## src/rtl/vga_draw_arbiter.sv

```systemverilog
// vga_draw_arbiter: lets N drawing engines share the one VGA adapter pixel port.
// An engine owns the port for a whole burst, which ends on done, on req drop,
// or when the hold counter expires. At least one idle cycle separates bursts.
// Every output toward the adapter is a register.
module vga_draw_arbiter #(
    parameter int N_CH     = 3,
    parameter int XW       = 9,
    parameter int YW       = 8,
    parameter int CW       = 3,
    parameter int RR_MODE  = 0,
    parameter int MAX_HOLD = 2**17 - 1
) (
    input  logic                 clock,
    input  logic                 resetn,
    input  logic [N_CH-1:0]      req,
    input  logic [N_CH-1:0]      done,
    input  logic [N_CH-1:0]      plot_in,
    input  logic [N_CH*XW-1:0]   x_in,
    input  logic [N_CH*YW-1:0]   y_in,
    input  logic [N_CH*CW-1:0]   color_in,
    output logic [N_CH-1:0]      grant,
    output logic                 busy,
    output logic                 plot,
    output logic [XW-1:0]        X,
    output logic [YW-1:0]        Y,
    output logic [CW-1:0]        color,
    output logic                 timeout
);

    localparam int IW = (N_CH > 1) ? $clog2(N_CH) : 1;
    localparam int HW = (MAX_HOLD > 0) ? $clog2(MAX_HOLD + 1) : 1;
    localparam logic [HW-1:0] HOLD_LAST = HW'((MAX_HOLD == 0) ? 0 : MAX_HOLD - 1);

    typedef enum logic [0:0] {IDLE = 1'b0, BUSY = 1'b1} state_t;

    state_t          state, state_n;
    logic [IW-1:0]   owner, owner_n;
    logic [IW-1:0]   rr_ptr, rr_n;
    logic [HW-1:0]   hold, hold_n;
    logic [N_CH-1:0] grant_n;
    logic            plot_n, timeout_n;
    logic [XW-1:0]   x_n;
    logic [YW-1:0]   y_n;
    logic [CW-1:0]   c_n;

    logic [IW-1:0]   win_idx;
    logic            win_found;
    logic            expire, release_now;

    assign busy = (state == BUSY);

    // Winner search: scan from index 0 (fixed) or from the rr pointer (round-robin).
    always_comb begin
        int cand;
        cand      = 0;
        win_idx   = '0;
        win_found = 1'b0;
        for (int k = 0; k < N_CH; k++) begin
            if (RR_MODE != 0) cand = (int'(rr_ptr) + k) % N_CH;
            else              cand = k;
            if (!win_found && req[cand]) begin
                win_found = 1'b1;
                win_idx   = IW'(cand);
            end
        end
    end

    // Release happens on the owner's done, the owner's req drop, or counter expiry.
    always_comb begin
        expire      = (MAX_HOLD != 0) && (hold == HOLD_LAST);
        release_now = done[owner] || !req[owner] || expire;
    end

    // Next-state and next-output logic; outputs default to holding, plot and timeout to 0.
    always_comb begin
        state_n   = state;
        owner_n   = owner;
        rr_n      = rr_ptr;
        hold_n    = hold;
        grant_n   = grant;
        plot_n    = 1'b0;
        timeout_n = 1'b0;
        x_n       = X;
        y_n       = Y;
        c_n       = color;
        case (state)
            IDLE: begin
                if (win_found) begin
                    state_n          = BUSY;
                    owner_n          = win_idx;
                    hold_n           = '0;
                    grant_n          = '0;
                    grant_n[win_idx] = 1'b1;
                end
            end
            BUSY: begin
                // The pixel presented in the release cycle is still forwarded.
                plot_n = plot_in[owner] & req[owner];
                x_n    = x_in[int'(owner)*XW +: XW];
                y_n    = y_in[int'(owner)*YW +: YW];
                c_n    = color_in[int'(owner)*CW +: CW];
                if (hold != '1) hold_n = hold + 1'b1;
                if (release_now) begin
                    state_n   = IDLE;
                    grant_n   = '0;
                    timeout_n = expire && req[owner] && !done[owner];
                    if (int'(owner) == N_CH - 1) rr_n = '0;
                    else                         rr_n = owner + 1'b1;
                end
            end
            default: state_n = IDLE;
        endcase
    end

    // State, counters and adapter-facing registers; everything clears on reset.
    always_ff @(posedge clock or negedge resetn) begin
        if (!resetn) begin
            state   <= IDLE;
            owner   <= '0;
            rr_ptr  <= '0;
            hold    <= '0;
            grant   <= '0;
            plot    <= 1'b0;
            timeout <= 1'b0;
            X       <= '0;
            Y       <= '0;
            color   <= '0;
        end else begin
            state   <= state_n;
            owner   <= owner_n;
            rr_ptr  <= rr_n;
            hold    <= hold_n;
            grant   <= grant_n;
            plot    <= plot_n;
            timeout <= timeout_n;
            X       <= x_n;
            Y       <= y_n;
            color   <= c_n;
        end
    end

endmodule

```

## config.mk

```make
export PLATFORM = sky130hd
export DESIGN_NAME = vga_draw_arbiter
export DESIGN_NICKNAME = d
export VERILOG_FILES = /design/src/rtl/vga_draw_arbiter.sv
export SDC_FILE = /design/constraint.sdc
export NUM_CORES = 1
export LEC_CHECK = 0
export ABC_CLOCK_PERIOD_IN_PS = 5100
export BUFFER_PORTS_ARGS = -buffer_cell sky130_fd_sc_hd__buf_4
export CORE_MARGIN = 5
export CORE_UTILIZATION = 40
export CTS_CLUSTER_DIAMETER = 80
export DETAILED_ROUTE_END_ITERATION = 12
export GPL_TIMING_DRIVEN = 0
export PLACE_DENSITY = 0.68
export SYNTH_ARGS = -nofsm -noshare
export SYNTH_HDL_FRONTEND = slang
export SYNTH_SLANG_ARGS = --single-unit
```

## constraint.sdc

```tcl
create_clock -name clock -period 5.1 [get_ports clock]
set_input_delay 0 -clock clock [delete_from_list [all_inputs] [get_ports clock]]
set_output_delay 0 -clock clock [all_outputs]
set_load 0.005 [all_outputs]
```

## After elaboration in Yosys (flattened, before gate mapping)

Cells that the tools add are included.

- Output and inout port bits: 26
- Input port bits: 71
- Flip-flop bits (word level): 45
- Logic and storage cells: 64

- Shift-type cells: 3
- Bitwise logic cells: 2
- $add $sub $neg: 1
- Eq/ne operators: 5
- Multiplexer cells: 25
- Multipliers: 2
- Reduce and logical (&&, ||, !) cells: 14
- $lt $le $gt $ge: 3

Operators by type and width:

| operator | number |
|---|---|
| 17-bit 2-to-1 mux | 2 |
| 17-bit one-hot mux with 2 select lines | 1 |
| 27-bit by 7-bit indexed part select with 9-bit output | 1 |
| 24-bit by 6-bit indexed part select with 8-bit output | 1 |
| 17-bit by 1-bit adder with 17-bit output, second input constant | 1 |
| 17-bit equality test, second input constant | 1 |
| 17-bit != test, second input constant | 1 |
| 1-bit 2-to-1 mux | 13 |
| 9-bit by 5-bit indexed part select with 3-bit output | 1 |
| 1-bit binary-select mux with 2-bit select | 3 |
| 2-bit by 3-bit less-than comparator with 1-bit output, second input constant | 2 |
| 2-bit by 4-bit multiplier with 6-bit output, second input constant | 1 |
| 3-bit 2-to-1 mux | 2 |
| 3-bit one-hot mux with 2 select lines | 1 |
| 2-bit AND reduction | 3 |
| 1-bit logical AND | 5 |
| 1-bit logical NOT | 4 |
| 2-bit by 2-bit multiplier with 4-bit output, second input constant | 1 |
| 2-bit by 1-bit != test with 1-bit output, second input constant | 2 |
| 1-bit demux with 2-bit select | 1 |
| 2-bit by 1-bit >= comparator with 1-bit output, second input constant | 1 |
| 1-bit logical OR | 2 |
| 2-bit 2-to-1 mux | 1 |
| 2-bit != test, second input constant | 1 |
| other kinds (3) | 3 |

## Depth between registers and ports, before layout

Gate-level depths: netlist of run 1.

- Depth after elaboration: 13
- Depth in mapped cells: 8
- Gate-level depth less buffers: 8

## Least setup slack after synthesis of run 1

No wires, ideal clock.

- Path kind: reg2reg
- Start point: reg hold[9]
- End point: reg hold[11]
- Path buffers: 0
- Library setup time: 78 ps
- Clock period less this slack: 2194 ps
- Arrival: 2117 ps
- Stages on the path, launching flop included: 9
- Data required time: 5022 ps
- Path slack: 2906 ps
- Path through: dfrtp_1 > and4_1 > nand4_1 > nor3_1 > ha_1 > nand4b_1 > or4_4 > or3_1 > a21oi_1

- Word-level cells in the longest chain between the ends: 3
- Elaborated cells between the ends (all ways): 6
- Those cells by class: add/sub (1); eq/ne (2); mux (2); reduce/logical (1)

RTL lines:

| what | RTL line | RTL |
|---|---|---|
| from (decl) | 39 | `logic [HW-1:0] hold, hold_n;` |
| from (signal assigned) | 132 | `hold <= hold_n;` |
| 17-bit by 1-bit adder with 17-bit output / 17-bit != test (equally long branches) | 102 | `if (hold != '1) hold_n = hold + 1'b1;` |
| 17-bit 2-to-1 mux / 2-bit by 1-bit != test with 1-bit output (equally long branches) | - |  |
| 17-bit one-hot mux with 2 select lines / 2-bit AND reduction (equally long branches) | - |  |

Several ways; a longest one is shown, not always the timed one. The select of a mux whose other input is x is not followed.
A chain may end at the register's enable or synchronous reset.

## Final worst setup path of run 1

Ends and elaborated chain as after synthesis.

==> impl_metrics.yaml, run 1 <==
run_status:
  status: "complete, but fails checks"
  violations: "negative hold slack"
global_route:
  grt_max_degree: 46
  grt-ovfl-total: 0
  antenna_found_initial: 0
  grt.total_usage_pct: 18.5
  grt_pass1_wl_um: 11500
  grt_pass1_vias: 2404
floorplanning:
  pin_count: 97
  fp.dieArea_um2: 7860
  initial_core_util_pct: 41.6
  die_height_um: 88.7
  die_w_um: 88.7
  rows: 28
  core_region_area_um2: 5960
detailed_routing:
  post-route-drc-count: 0
  wire_per_inst_um: 14.9
  vias: 2411
  drt_iter0_drc: 88
  postRouteAntennaNets: 0
  via_per_inst: 5.20
  drt_wl_total_um: 6900
  dr.pass1.iters: 4
power:
  seqPwrFrac_pct: 34.0
  vdd_drop_max_uv: 245
  power.share.clock_pct: 17.3
  p_sw_uw: 631
  leakage_uw: 0.00162
  power_density_nw_per_um2: 465
  p_int_uw: 1000
  switching_share_pct: 38.6
  combPwrFrac_pct: 48.7
logic_synthesis:
  synth_nets: 348
  ys_types: 45
  ys.flop_type: "dfrtp_1"
  yosysWarnings: 0
  syn_area_per_cell_um2: 9.03
  synth_area_leaders: "dfrtp_1, mux2i_1, a21oi_1, nor2_1, clkbuf_1"
  synthCells: 274
  synth_top_area_share_pct: 45.5
  synth_top_area_cell: "dfrtp_1"
  synth_area_um2: 2470
  async_flop_share_pct: 100
  ys_ff_latch: 45
  synth_edf_count: 0
  yosysSeqAreaShare_pct: 45.5
critical_path:
  cpPeakStageDelay_ns: 0.50
  cp-end-kind: "flop"
  start_kind: "flop"
  r2r_slack_ns: 2.67
  path_max_fanout: 5
  worstSetupPathType: "reg -> reg"
  cp_data_required_time_ns: 5.33
  critPathSlowestCell: "or4_4"
  arrival_ns: 2.66
  crit_chain: "and4_1 -> nand4_1 -> nor3_1 -> ha_1 -> nand4b_1 -> or4_4 -> or3_1 -> a21oi_1"
timing:
  post-route-period-util_pct: 47.6
  slew_headroom_pct: 62.9
  fin_skew_ns: 0.0114
  slew_viol_final: 0
  setup_viol: 0
  timing_hold_violations_final: 1
  fin_hold_ws_ns: -0.00453
  setup-tns-final_ns: 0
  finalCriticalPeriod_ns: 2.43
  rsz0062_at_grt: "false"
  max_freq_mhz: 412
  tightestPinTransition_ns: 0.557
clock_tree:
  clock_latency_ns: 0.30
  cts_buffer_depth: 2
  cts_tree: "yes"
  cts_setup_buffers: 0
  cts.clk_slew.worst_paths_ns: 0.09
  htree_levels: 2
  cts_buffers: 5
  cts_hold_buf: 11
  cts_root_buffer: "clkbuf_8"
  cts_sinks: 45
  cts-resized-gates: 0
placement:
  placed_cell_area_um2: 3290
  gp_congestion: 0.807
  io_buffers: 96
  dp_hpwl_um: 5150
job:
  cap_violations: 0
hold_path:
  hp-class: "in -> reg"
finish:
  nNetsFinal: 462
  finish.instance_area_um2: 3520
  num_antenna_cells: 0
  drive_gt1_share_pct: 29.8
  area_growth_pct: 42.2
-- logic make-up after synthesis --
group	Yosys count	share of synthesized area, %
flops	45	45.5
buf+inv	22	3.64
compound gates	70	16.1
mux	26	10.5
xor+xnor	5	1.77
fa+ha+maj	3	1.52
simple gates	103	21.0
-- state kept, by name, summed over array words and instances, names as in the netlist --
register	count
timeout	1
busy	1
grant	3
Y	8
owner	2
color	3
hold	17
X	9
plot	1
-- stage by stage --
stage	setup slack [ns]	hold slack, ns	utilization (%)	std cells	total power, uW
final	2.67	-0.00453	59.1	464	1640
after global routing	2.49	0.0252	59.1	464	1780
after global placement	2.72	0.0368	55.2	445	1350
after CTS	2.67	0.00140	59.1	464	1650
after detailed placement	2.66	0.0381	55.2	445	1360
after floorplan	2.91	-0.296	-	274	1020
-- power groups by stage --
stage / logic, uW / registers [uW] / clock network, uW
finish: 796 / 556 / 283
floorplan: 456 / 561 / 0
CTS: 809 / 556 / 289
detailed placement: 800 / 564 / 0
global route: 904 / 572 / 307
global placement: 788 / 560 / 0
-- cell usage after synthesis (2+ instances only) --
cell and n:
nor2_1 52, a21oi_1 47, dfrtp_1 45, mux2i_1 26, clkbuf_1 12, nand2_1 12, o21ai_0 8, nand3_1 6
inv_1 5, nand4_1 5, nor2b_1 4, o31ai_1 4, buf_2 3, ha_1 3, nor3_1 3, xnor2_1 3
nand2b_1 2, nor4_1 2, o211ai_1 2, or3_1 2, or4_1 2, or4bb_1 2, xor2_1 2
-- critical path, delay by kind of cell, from the launching register on --
family	cells	cell delay, ns
flops	1	0.43
compound gates	1	0.14
simple gates	6	1.57
fa+ha+maj	1	0.21
-- cell type report --
cell class,count,area (um2)
Inverter,5,18.8
Buffer,17,71.3
Clock buffer,6,82.6
Sequential cell,45,1130
Multi-Input combinational cell,207,1260
Timing Repair Buffer,107,831
Clock inverter,2,37.5
Fill cell,521,2440
Tap cell,75,93.8
-- final timing paths --
path,start,end,cells after the start
max,hold[9],hold[11],8
min,y_in[10],Y[2],3
max reg2reg,hold[9],hold[11],8
min reg2reg,hold[15],hold[15],1
max in group asynchronous,resetn,X[4],2
min in group asynchronous,resetn,hold[5],2
-- per-layer routing --
layer / GRT usage, % / part of all wire, % / routed length, um
met4: 6.32 / 1.8 / 124
met3: 3.54 / 7.7 / 533
met1: 24.0 / 43 / 2970
met2: 30.8 / 47 / 3280
met5: 0 / 0 / 0
-- layout by cell type, fill, tap and decap left out, types with 2 or more instances in the layout --
cell type / Yosys / routed
buf_4: 1 / 97
nor2_1: 52 / 52
a21oi_1: 47 / 47
dfrtp_1: 45 / 45
mux2i_1: 26 / 26
clkbuf_1: 12 / 12
nand2_1: 12 / 12
dlygate4sd3_1: 0 / 11
o21ai_0: 8 / 8
nand3_1: 6 / 6
clkbuf_8: 0 / 6
inv_1: 5 / 5
nand4_1: 5 / 5
o31ai_1: 4 / 4
nor2b_1: 4 / 4
nor3_1: 3 / 3
buf_2: 3 / 3
xnor2_1: 3 / 3
ha_1: 3 / 3
or4bb_1: 2 / 2
or3_1: 2 / 2
nand2b_1: 2 / 2
o211ai_1: 2 / 2
or4_1: 2 / 2
nor4_1: 2 / 2
xor2_1: 2 / 2
(Power assumes the default switching activity.)
==> run 2: changes to the inputs <==
--- a/config.mk
+++ b/config.mk
@@ -5,7 +5,7 @@
 export SDC_FILE = /design/constraint.sdc
 export NUM_CORES = 1
 export LEC_CHECK = 0
-export ABC_CLOCK_PERIOD_IN_PS = 5100
+export ABC_CLOCK_PERIOD_IN_PS = 2300
 export BUFFER_PORTS_ARGS = -buffer_cell sky130_fd_sc_hd__buf_4
 export CORE_MARGIN = 5
 export CORE_UTILIZATION = 40
==> constraint.sdc (replaced) <==
create_clock -name clock -period 2.3 [get_ports clock]
set_input_delay 0 -clock clock [delete_from_list [all_inputs] [get_ports clock]]
set_output_delay 0 -clock clock [all_outputs]
set_load 0.005 [all_outputs]
==> run 2 against run 1 <==
Net effect: the flow still finishes with violations (negative hold slack); utilization is 1.9 points higher; sequential power is 120% higher; non-clock buffer count is 9 higher; die area unchanged; critical path depth is the same; clock skew rose by 0.0011 ns; total power grew 130%; cell area rose by 3.2%; final cell count up 1.9%; wire length up 3.7%; first-iteration DRC count is 11% higher; critical path type unchanged; largest cell class unchanged; largest power group unchanged; highest routed layer unchanged.
==> impl_metrics.yaml, run 2 (synthesized netlist as in run 1, its figures left out) <==
timing:
  finalCriticalPeriod_ns: 2.28
  timing_hold_violations_final: 1
  max_freq_mhz: 438
  post-route-period-util_pct: 99.3
  fin_skew_ns: 0.0125
  slew_headroom_pct: 62.0
  setup-tns-final_ns: 0
  slew_viol_final: 0
  tightestPinTransition_ns: 0.571
  fin_hold_ws_ns: -0.00464
  rsz0062_at_grt: "true"
  setup_viol: 0
finish:
  largest_registers: "hold: 17 flops, X: 9 flops, Y: 8 flops"
  layoutNonFillerInstCount: 473
  final_cell_mix: "buf_4, nor2_1, a21oi_1"
  finish.instance_area_um2: 3630
  area_growth_pct: 46.7
  nNetsFinal: 471
  layout_commonest_cell: "buf_4"
  largest_reg_flops: 17
  fillers: 518
  drive_gt1_share_pct: 34.4
  num_antenna_cells: 0
  top_register: "hold"
job:
  cap_violations: 0
detailed_routing:
  drt_iter0_drc: 98
  vias: 2426
  post-route-drc-count: 0
  drt_wl_total_um: 7160
  via_per_inst: 5.13
  postRouteAntennaNets: 0
  dr.pass1.iters: 4
  wire_per_inst_um: 15.1
clock_tree:
  clock_latency_ns: 0.31
  cts_sinks: 45
  cts_buffers: 5
  cts_root_buffer: "clkbuf_8"
  htree_levels: 2
  cts_buffer_depth: 2
  cts_tree: "yes"
  cts.clk_slew.worst_paths_ns: 0.09
critical_path:
  cpPeakStageDelay_ns: 0.57
  r2r-end: "hold[11]"
  cp_data_required_time_ns: 2.54
  r2r_slack_ns: 0.02
  critPathLaunch: "hold[11]"
  critPathSlowestCell: "or4_4"
  r2r_cells: 8
  crit_end: "hold[11]"
  worstSetupPathType: "reg -> reg"
  crit_buf_inv: 0
  cp-end-kind: "flop"
  arrival_ns: 2.52
  cp.depth: 8
  path_max_fanout: 4
  start_kind: "flop"
  crit_family: "simple AND/OR/NAND/NOR gates"
  worst_r2r_startpoint: "hold[11]"
  crit_chain: "and4_4 -> nand4_1 -> nor3_2 -> ha_2 -> nand4b_1 -> or4_4 -> or3_4 -> a21oi_2"
placement:
  place_inst: 445
  dp_hpwl_um: 5150
  io_buffers: 96
  gp_congestion: 0.807
  placed_cell_area_um2: 3290
global_route:
  grt_pass1_wl_um: 11600
  grt-ovfl-total: 0
  grt_pass1_vias: 2438
  antenna_found_initial: 0
  grt_max_degree: 46
  grt.total_usage_pct: 18.7
power:
  vdd_drop_max_uv: 600
  leakage_uw: 0.00166
  power_density_nw_per_um2: 1010
floorplanning:
  die_w_um: 88.7
  initial_core_util_pct: 41.6
  core_region_area_um2: 5960
  rows: 28
  die_height_um: 88.7
  pin_count: 97
  fp.dieArea_um2: 7860
run_status:
  violations: "negative hold slack"
  status: "complete, but fails checks"
hold_path:
  hp-class: "in -> reg"
## run 2: area by class of cell
cell class                      instances  area, um2  area share [%]
Buffer                                 17       71.3            1.96
Tap cell                               75       93.8            2.58
Sequential cell                        45       1130            31.2
Inverter                                5       18.8           0.517
Timing Repair Buffer                  116        898            24.7
Clock inverter                          2       37.5            1.03
Clock buffer                            6       82.6            2.27
Multi-Input combinational cell        207       1300            35.7
## run 2: layer usage
metal	global-route usage (%)	vias to the layer above	wire length [um]
met4	6.59	0	121
met2	31.2	68	3480
met5	0	-	0
li1	-	1218	-
met3	3.72	13	513
met1	24.0	1127	3040
## run 2: per-stage QoR
step / worst slack [ns] / power, uW / hold WS [ns] / util, %
finish: 0.0171 / 3680 / -0.00464 / 61.0
global route: -0.0566 / 4000 / 0.0260 / 61.0
CTS: 0.0397 / 3680 / 0.00140 / 59.5
detailed placement: -0.137 / 3020 / 0.0381 / 55.2
global placement: -0.0802 / 2990 / 0.0368 / 55.2
floorplan: 0.106 / 2250 / -0.296 / -
## run 2: power breakdown
group / leakage, uW / total [uW] / internal, uW / switching (uW)
combinational: 0.00104 / 1810 / 839 / 967
sequential: 0.000559 / 1250 / 1060 / 181
clock: 0.0000574 / 630 / 353 / 277
## run 2: worst min-delay path, cell delays in order
cell and delay, ns:
buf_4 0.08, a21oi_1 0.05, a21oi_1 0.14
## run 2: repair_timing
action                                  CTS  global route
buffers inserted                          3             6
hold buffers                             11             0
gates resized for setup                   0            14
hold endpoints to repair                 55             0
endpoints found under the setup margin    1             3
pin swaps                                 0             3
## run 2: worst min-delay path by stage
stage | start | end | slack, ns | cells past startpoint
3_5_place_dp | resetn | hold[8] | 0.04 | 1
2_1_floorplan | resetn | X[0] | -0.30 | 0
4_1_cts | y_in[10] | Y[2] | 0.001 | 3
3_3_place_gp | resetn | hold[8] | 0.04 | 1
6_report | y_in[10] | Y[2] | -0.005 | 3
5_1_grt | y_in[12] | Y[4] | 0.03 | 3
==> run 3: changes to the inputs <==
--- a/config.mk
+++ b/config.mk
@@ -13,6 +13,7 @@
 export DETAILED_ROUTE_END_ITERATION = 12
 export GPL_TIMING_DRIVEN = 0
 export PLACE_DENSITY = 0.68
+export REMOVE_ABC_BUFFERS = 1
 export SYNTH_ARGS = -nofsm -noshare
 export SYNTH_HDL_FRONTEND = slang
 export SYNTH_SLANG_ARGS = --single-unit
==> run 3 against run 2 <==
Net effect: the flow now finishes without violations; wire length fell by 2.6%; global-route usage decreased by 1.2 points; die area unchanged; setup slack better by 0.12 ns; first-iteration DRC count grew 21%; non-clock buffer count is 22 lower; maximum frequency up 5.7%; register-to-register slack better by 0.12 ns; critical endpoint unchanged; largest power group is now registers.
==> impl_metrics.yaml, run 3 (synthesized netlist as in run 1, its figures left out) <==
run_status:
  status: "finished, final reports clean"
placement:
  place_inst: 429
  io_buffers: 96
  dp_slack_ns: -0.145
  gp_congestion: 0.782
  dp_hpwl_um: 4960
global_route:
  antenna_found_initial: 0
  grt_max_degree: 57
  grt-ovfl-total: 0
  grt_pass1_vias: 2301
  grt_pass1_wl_um: 10900
  grt.total_usage_pct: 17.4
timing:
  max_freq_mhz: 463
  rsz0062_at_grt: "false"
  setup_viol: 0
  worst_slack_ns: 0.141
  timing_hold_violations_final: 0
  tightestPinTransition_ns: 0.761
  finalCriticalPeriod_ns: 2.16
  setup-tns-final_ns: 0
  slew_headroom_pct: 49.2
  slew_viol_final: 0
  post-route-period-util_pct: 93.9
  fin_skew_ns: 0.0115
finish:
  drive_gt1_share_pct: 35.1
  top_register: "hold"
  layoutNonFillerInstCount: 451
  post-route-util_pct: 58.5
  nNetsFinal: 449
  largest_registers: "hold: 17 flops, X: 9 flops, Y: 8 flops"
  area_growth_pct: 40.7
  final_cell_mix: "buf_4, nor2_1, a21oi_1"
  largest_reg_flops: 17
  layout_commonest_cell: "buf_4"
  num_antenna_cells: 0
clock_tree:
  cts_tree: "yes"
  cts_buffers: 5
  cts_sinks: 45
  cts_buffer_depth: 2
  clock_latency_ns: 0.30
  cts.clk_slew.worst_paths_ns: 0.09
  cts_root_buffer: "clkbuf_8"
  htree_levels: 2
floorplanning:
  initial_core_util_pct: 41.6
  die_w_um: 88.7
  rows: 28
  fp.dieArea_um2: 7860
  die_height_um: 88.7
  pin_count: 97
  core_region_area_um2: 5960
detailed_routing:
  drt_iter0_drc: 119
  post-route-drc-count: 0
  drt_wl_total_um: 6970
  vias: 2387
  dr.pass1.iters: 4
  via_per_inst: 5.29
  wire_per_inst_um: 15.5
  postRouteAntennaNets: 0
critical_path:
  start_kind: "flop"
  r2r_cells: 8
  cp-end-kind: "flop"
  crit_end: "hold[11]"
  arrival_ns: 2.39
  worstSetupPathType: "reg -> reg"
  worst_r2r_startpoint: "hold[10]"
  cp_data_required_time_ns: 2.53
  critPathLaunch: "hold[10]"
  r2r-end: "hold[11]"
  path_max_fanout: 4
  r2r_slack_ns: 0.14
job:
  cap_violations: 0
power:
  vdd_drop_max_uv: 569
  leakage_uw: 0.00160
  power_density_nw_per_um2: 1020
hold_path:
  hp-class: "in -> reg"
  hp-start: "y_in[15]"
## run 3: cell count changes in the layout (fill, tap and decap cells not counted), moves of 2 or more
cell / delta
dlygate4sd3_1: -7
clkbuf_1: -11
dfrtp_1: -2
buf_2: -3
## run 3: worst min path at each step
stage | depth (start not counted) | slack [ns] | to
2_1_floorplan | 0 | -0.30 | X[0]
3_3_place_gp | 1 | 0.04 | X[1]
3_5_place_dp | 1 | 0.03 | X[1]
4_1_cts | 3 | 0.001 | Y[7]
5_1_grt | 3 | 0.002 | X[6]
6_report | 3 | 0.006 | Y[7]
## run 3: power breakdown
| group | leakage [uW] | switching (uW) | internal (uW) |
|---|---|---|---|
| logic | 0.000992 | 673 | 795 |
| clock network | 0.0000552 | 258 | 322 |
| registers | 0.000557 | 432 | 1070 |
## run 3: timing repair
item                                    4_1_cts  5_1_grt
gates resized for setup                       9        1
setup buffers                                 8        2
endpoints found under the hold margin        49        0
endpoints found under the setup margin        9        3
hold buffers                                  4        0
pin swaps                                     4        1
## run 3: area by class of cell
class	instances	area, um2
Fill cell	539	2470
Multi-Input combinational cell	207	1270
Sequential cell	45	1140
Timing Repair Buffer	111	851
Tap cell	75	93.8
Clock buffer	6	72.6
Clock inverter	2	35.0
Inverter	5	18.8
## run 3: layer usage
layer	part of all wire, %	global-route usage [%]
met1	42	22.6
met2	46	28.6
met3	11	4.75
met4	1.4	4.81
met5	0	0
## run 3: critical path: stages (launching register included)
cell and delay [ns]:
dfrtp_1 0.40, and4_4 0.21, nand4_1 0.10, nor3_1 0.07, ha_2 0.18, nand4b_1 0.22
or4_4 0.46, or3_1 0.32, a21oi_1 0.13
## run 3: metrics by stage
step	area, um2	hold slack [ns]	total power, uW
after floorplan	2400	-0.296	2180
after global placement	3220	0.0376	2910
after detailed placement	3240	0.0344	2970
after CTS	3470	0.00122	3590
after global routing	3480	0.00214	3860
final	3480	0.00638	3550
